$ cat config.mk
export PLATFORM = sky130hd
export DESIGN_NAME = contador_param_flat
export DESIGN_NICKNAME = d
export VERILOG_FILES = /design/src/rtl/contador_param_if.sv /design/src/rtl/contador_param.sv /design/src/flat_wrapper.sv
export SDC_FILE = /design/constraint.sdc
export NUM_CORES = 1
export LEC_CHECK = 0
export CAP_MARGIN = 20
export CORE_MARGIN = 5
export CORE_UTILIZATION = 46
export CTS_CLUSTER_DIAMETER = 200
export DETAILED_ROUTE_END_ITERATION = 10
export PLACE_DENSITY = 0.79
export SETUP_SLACK_MARGIN = 0.02
export SYNTH_ARGS = -nofsm -noshare
export SYNTH_HDL_FRONTEND = slang
export SYNTH_SLANG_ARGS = --single-unit
$ cat constraint.sdc
create_clock -name C -period 4.61 [get_ports C]
set_input_delay 0.922 -clock C [delete_from_list [all_inputs] [get_ports C]]
set_output_delay 0.922 -clock C [all_outputs]
set_load 0.01 [all_outputs]
$ cat src/rtl/contador_param_if.sv
// Control and status bundle for contador_param: count controls in, count state out.
interface contador_param_if #(
  parameter int WIDTH = 4
);
  logic             EN;
  logic             LD;
  logic [WIDTH-1:0] D;
  logic [1:0]       M;
  logic [WIDTH-1:0] Q;
  logic [WIDTH-1:0] G;
  logic             TC;
  logic             DIR;

  modport master (output EN, LD, D, M, input Q, G, TC, DIR);
  modport slave  (input EN, LD, D, M, output Q, G, TC, DIR);
endinterface

$ cat src/rtl/contador_param.sv
// Bounded, loadable modulo counter with up/down/bounce/hold modes, falling-edge
// clocked, with a combinational terminal-count flag and Gray-coded count copy.
module contador_param #(
  parameter int WIDTH   = 4,
  parameter int MIN     = 0,
  parameter int MAX     = 15,
  parameter int RST_VAL = 0
) (
  input  logic C,
  input  logic R,
  contador_param_if.slave bus
);

  typedef enum logic [1:0] {
    M_UP     = 2'b00,
    M_DOWN   = 2'b01,
    M_BOUNCE = 2'b10,
    M_HOLD   = 2'b11
  } mode_e;

  typedef enum logic {
    DIR_UP = 1'b0,
    DIR_DN = 1'b1
  } dir_e;

  localparam logic [WIDTH-1:0] MIN_V = WIDTH'(MIN);
  localparam logic [WIDTH-1:0] MAX_V = WIDTH'(MAX);
  localparam logic [WIDTH-1:0] RST_V = WIDTH'(RST_VAL);
  localparam logic [WIDTH-1:0] ONE   = WIDTH'(1);

  logic [WIDTH-1:0] q_q, q_d;
  dir_e             dir_q, dir_d;
  mode_e            mode;
  logic             below_min;
  logic             above_max;
  logic             at_end;
  logic [WIDTH-1:0] load_val;

  assign mode = mode_e'(bus.M);

  // Range checks on the load value exist only when the bound is not the
  // natural limit of the WIDTH-bit range, so no always-false compare is built.
  if (MIN > 0) begin : g_lo_chk
    assign below_min = (bus.D < MIN_V);
  end else begin : g_lo_none
    assign below_min = 1'b0;
  end

  if (MAX < (2 ** WIDTH) - 1) begin : g_hi_chk
    assign above_max = (bus.D > MAX_V);
  end else begin : g_hi_none
    assign above_max = 1'b0;
  end

  assign load_val = above_max ? MAX_V : (below_min ? MIN_V : bus.D);

  // Next count and direction: load, then enable gate, then mode step.
  always_comb begin
    q_d   = q_q;
    dir_d = dir_q;
    if (bus.LD) begin
      q_d = load_val;
    end else if (bus.EN) begin
      case (mode)
        M_UP: begin
          q_d   = (q_q == MAX_V) ? MIN_V : q_q + ONE;
          dir_d = DIR_UP;
        end
        M_DOWN: begin
          q_d   = (q_q == MIN_V) ? MAX_V : q_q - ONE;
          dir_d = DIR_DN;
        end
        M_BOUNCE: begin
          if (dir_q == DIR_UP) begin
            if (q_q == MAX_V) begin
              q_d   = MAX_V - ONE;
              dir_d = DIR_DN;
            end else begin
              q_d = q_q + ONE;
            end
          end else begin
            if (q_q == MIN_V) begin
              q_d   = MIN_V + ONE;
              dir_d = DIR_UP;
            end else begin
              q_d = q_q - ONE;
            end
          end
        end
        default: ;
      endcase
    end
  end

  // Count state register, stepped on the falling edge, async reset to RST_VAL.
  always_ff @(negedge C or posedge R) begin
    if (R) begin
      q_q   <= RST_V;
      dir_q <= DIR_UP;
    end else begin
      q_q   <= q_d;
      dir_q <= dir_d;
    end
  end

  // Endpoint detect: the next enabled step of the current mode wraps or reverses.
  always_comb begin
    at_end = 1'b0;
    case (mode)
      M_UP:     at_end = (q_q == MAX_V);
      M_DOWN:   at_end = (q_q == MIN_V);
      M_BOUNCE: at_end = (dir_q == DIR_UP) ? (q_q == MAX_V) : (q_q == MIN_V);
      default:  at_end = 1'b0;
    endcase
  end

  assign bus.Q   = q_q;
  assign bus.G   = q_q ^ (q_q >> 1);
  assign bus.DIR = dir_q;
  assign bus.TC  = ~R & bus.EN & ~bus.LD & at_end;

endmodule

$ cat src/flat_wrapper.sv
// flat-port wrapper written by rule: the top's interface ports become plain ports
module contador_param_flat 
#(
  parameter int WIDTH   = 4,
  parameter int MIN     = 0,
  parameter int MAX     = 15,
  parameter int RST_VAL = 0
)
  (C, R, bus_EN, bus_LD, bus_D, bus_M, bus_Q, bus_G, bus_TC, bus_DIR);
  contador_param_if #(.WIDTH(WIDTH)) bus_i ();
  input  logic C;
  input  logic R;
  input wire logic [$bits(bus_i.EN)-1:0] bus_EN;
  input wire logic [$bits(bus_i.LD)-1:0] bus_LD;
  input wire logic [$bits(bus_i.D)-1:0] bus_D;
  input wire logic [$bits(bus_i.M)-1:0] bus_M;
  output wire logic [$bits(bus_i.Q)-1:0] bus_Q;
  output wire logic [$bits(bus_i.G)-1:0] bus_G;
  output wire logic [$bits(bus_i.TC)-1:0] bus_TC;
  output wire logic [$bits(bus_i.DIR)-1:0] bus_DIR;
  assign bus_i.EN = bus_EN;
  assign bus_i.LD = bus_LD;
  assign bus_i.D = bus_D;
  assign bus_i.M = bus_M;
  assign bus_Q = bus_i.Q;
  assign bus_G = bus_i.G;
  assign bus_TC = bus_i.TC;
  assign bus_DIR = bus_i.DIR;
  contador_param #(.WIDTH(WIDTH), .MIN(MIN), .MAX(MAX), .RST_VAL(RST_VAL)) u_core (.C(C), .R(R), .bus(bus_i));
endmodule
==> impl_metrics.json <==
{
  "outcome": "finished, violations left",
  "violations": "negative setup slack",
  "drc_errors": 0,
  "synth_top_family_by_area": "compound AO/OA/AOI/OAI gates",
  "synth_compound_area_share_pct": 30.9,
  "cp-start-kind": "flop",
  "synth-simple-area-share_pct": 20.1,
  "dp_hpwl_um": 2130,
  "syn-cell-area_um2": 729,
  "final_common_cell": "buf_4",
  "pwr_density_cell_nw_per_um2": 256,
  "arrival_ns": 4.15,
  "synth-seq-cells": 5,
  "required_ns": 3.69,
  "cts_buffer_depth": 2,
  "muxShareOfSynthArea_pct": 1.54,
  "synth-adder-area-share_pct": 20.6,
  "synth-edff-count": 0,
  "cts_root_buffer": "clkbuf_4",
  "track_usage_pct": 23.7,
  "place_area_um2": 1180,
  "stdcell_area_um2": 1250,
  "drtIter0Drc": 35,
  "fin_nets": 170,
  "cts_tree": "yes",
  "layout_common_cells": "buf_4, ha_1, dlygate4sd2_1",
  "r2r_setup_slack_ns": 2.62,
  "min_path_type": "reg -> reg",
  "antenna_left": 0,
  "pin_count": 20,
  "holdBufCountCts": 0,
  "start_util_pct": 48.4,
  "drive_above_1_share_pct": 38.1,
  "ir_drop_v": 0.000165,
  "grt_antenna_before_repair": 0,
  "rsz0062_at_grt": "yes",
  "synthXorXnorAreaFrac_pct": 2.40,
  "min_path_cells": 3,
  "fp.dieH_um": 49.8,
  "netlist_instances": 90,
  "vias": 974,
  "dieArea_um2": 2480,
  "grt_first_pass_wirelength_um": 4590,
  "setup-violations-final": 2,
  "maxCapViolations": 0,
  "synth-async-reset-ratio_pct": 100,
  "grt_pass1_vias": 1062,
  "worstMarginPinSlew_ns": 0.435,
  "num_rows": 14,
  "slew_violations": 0,
  "seq_area_frac_synth_pct": 17.2,
  "avgRoutedWirePerCell_um": 17.8,
  "wirelength_um": 2900,
  "fin_skew_ns": 0.000534,
  "grt_max_degree": 11,
  "synth_area_leader_cell": "ha_1",
  "max-slew-margin-rel_pct": 71.0,
  "r2r_cells": 8,
  "syn_area_per_cell_um2": 8.11,
  "htreeDepth": 1,
  "synth.top_cells.by_area": "ha_1, dfrtn_1, inv_1",
  "finalHoldViolations": 0,
  "core_area_um2": 1510,
  "dr.pass1.iters": 4,
  "clk_latency_ns": 0.26,
  "end_kind": "primary output",
  "vias_per_cell": 5.98,
  "worst_slack_ns": -0.464,
  "gp_congestion": 0.929,
  "numCtsBuffers": 3,
  "p_leak_nw": 0.620,
  "setup.worst_path.class": "reg -> out",
  "path_max_fanout": 4,
  "area_growth_pct": 71.5,
  "post-synth-top-area-fraction_pct": 20.6,
  "synth_fp_nets": 112,
  "n_antenna_cell": 0,
  "yosysUniqueCellTypes": 36,
  "fp.dieW_um": 49.8,
  "cts.sinks": 5,
  "post-place-ws_ns": -0.507,
  "yosys_warnings": 0,
  "cts.clk_slew.worst_paths_ns": 0.04,
  "port_buffers": 19,
  "grt_overflow": 0,
  "synth_ff_type": "dfrtn_1"
}
-- synthesized netlist by cell type (3+ instances only) --
| master | n |
|---|---|
| o21ai_1 | 3 |
| a21oi_1 | 6 |
| nand2_1 | 7 |
| o21a_1 | 3 |
| nor2_1 | 4 |
| o21ai_0 | 4 |
| ha_1 | 12 |
| inv_1 | 9 |
| nor3b_1 | 3 |
| a2bb2oi_1 | 3 |
| dfrtn_1 | 5 |
-- cell families (layout without fill, tap and decap cells) --
kind of cell | count (synthesis) | count (layout)
xor gates and xnor gates | 2 | 2
buffers and inverters | 12 | 69
AOI/OAI and AO/OA | 32 | 32
DFF | 5 | 5
adders and majority gates | 12 | 12
muxes | 1 | 1
and+or+nand+nor | 26 | 26
-- metal layers --
metal / up-vias / share of wire [%] / global-route usage (%)
met5: - / 0 / 0
met4: 0 / 6.9 / 17.0
met3: 18 / 3.3 / 3.31
met2: 40 / 50 / 41.1
met1: 467 / 40 / 25.7
li1: 449 / - / -
-- registers in the layout, indices dropped and copies added (netlist names) --
signal / cells
u_core.bus.Q: 4
u_core.bus.DIR: 1
-- critical path: stages (launching register included) --
cell	delay, ns
dfrtn_1	0.50
inv_2	0.09
ha_4	0.18
and2_4	0.14
a222oi_1	0.44
nor3b_2	0.08
buf_2	0.15
-- final timing paths --
check,endpoint,from
max,bus_TC,u_core.bus.Q[2]$_DFFE_NP0P_
min,u_core.bus.Q[3]$_DFFE_NP0P_,u_core.bus.Q[3]$_DFFE_NP0P_
max reg2reg,u_core.bus.Q[3]$_DFFE_NP0P_,u_core.bus.Q[2]$_DFFE_NP0P_
min reg2reg,u_core.bus.Q[3]$_DFFE_NP0P_,u_core.bus.Q[3]$_DFFE_NP0P_
max in group asynchronous,u_core.bus.Q[0]$_DFFE_NP0P_,R
min in group asynchronous,u_core.bus.Q[2]$_DFFE_NP0P_,R
-- report_power, final --
part	switching [mW]	internal, mW
Sequential	0.00875	0.0511
Combinational	0.0955	0.112
Clock	0.0206	0.0329
-- through the flow --
step	utilization, %	setup TNS, ns	hold slack (ns)	instances	power [mW]
4_1_cts	80.7	-0.426	0.713	159	0.306
3_3_place_gp	78.7	-1.95	0.659	153	0.253
5_1_grt	83.1	-0.580	0.785	163	0.344
6_report	83.1	-0.474	0.716	163	0.321
3_5_place_dp	78.7	-2.29	0.697	153	0.258
2_1_floorplan	-	-0.0180	0.628	90	0.162
-- what timing repair did --
action	CTS	global route
resized for setup	22	3
setup endpoints to repair	13	3
pin swaps	3	1
hold endpoints to repair	0	0
buffers inserted	2	4
-- area by class of cell --
| class | instances | area (µm²) |
|---|---|---|
| fillers | 88 | 255 |
| inverters | 9 | 33.8 |
| well taps | 16 | 20.0 |
| clock buffers | 4 | 26.3 |
| flip-flops and latches | 5 | 125 |
| repair buffers | 56 | 450 |
| multi-input cells | 73 | 596 |
No activity file was read; power rests on OpenSTA's default activity.
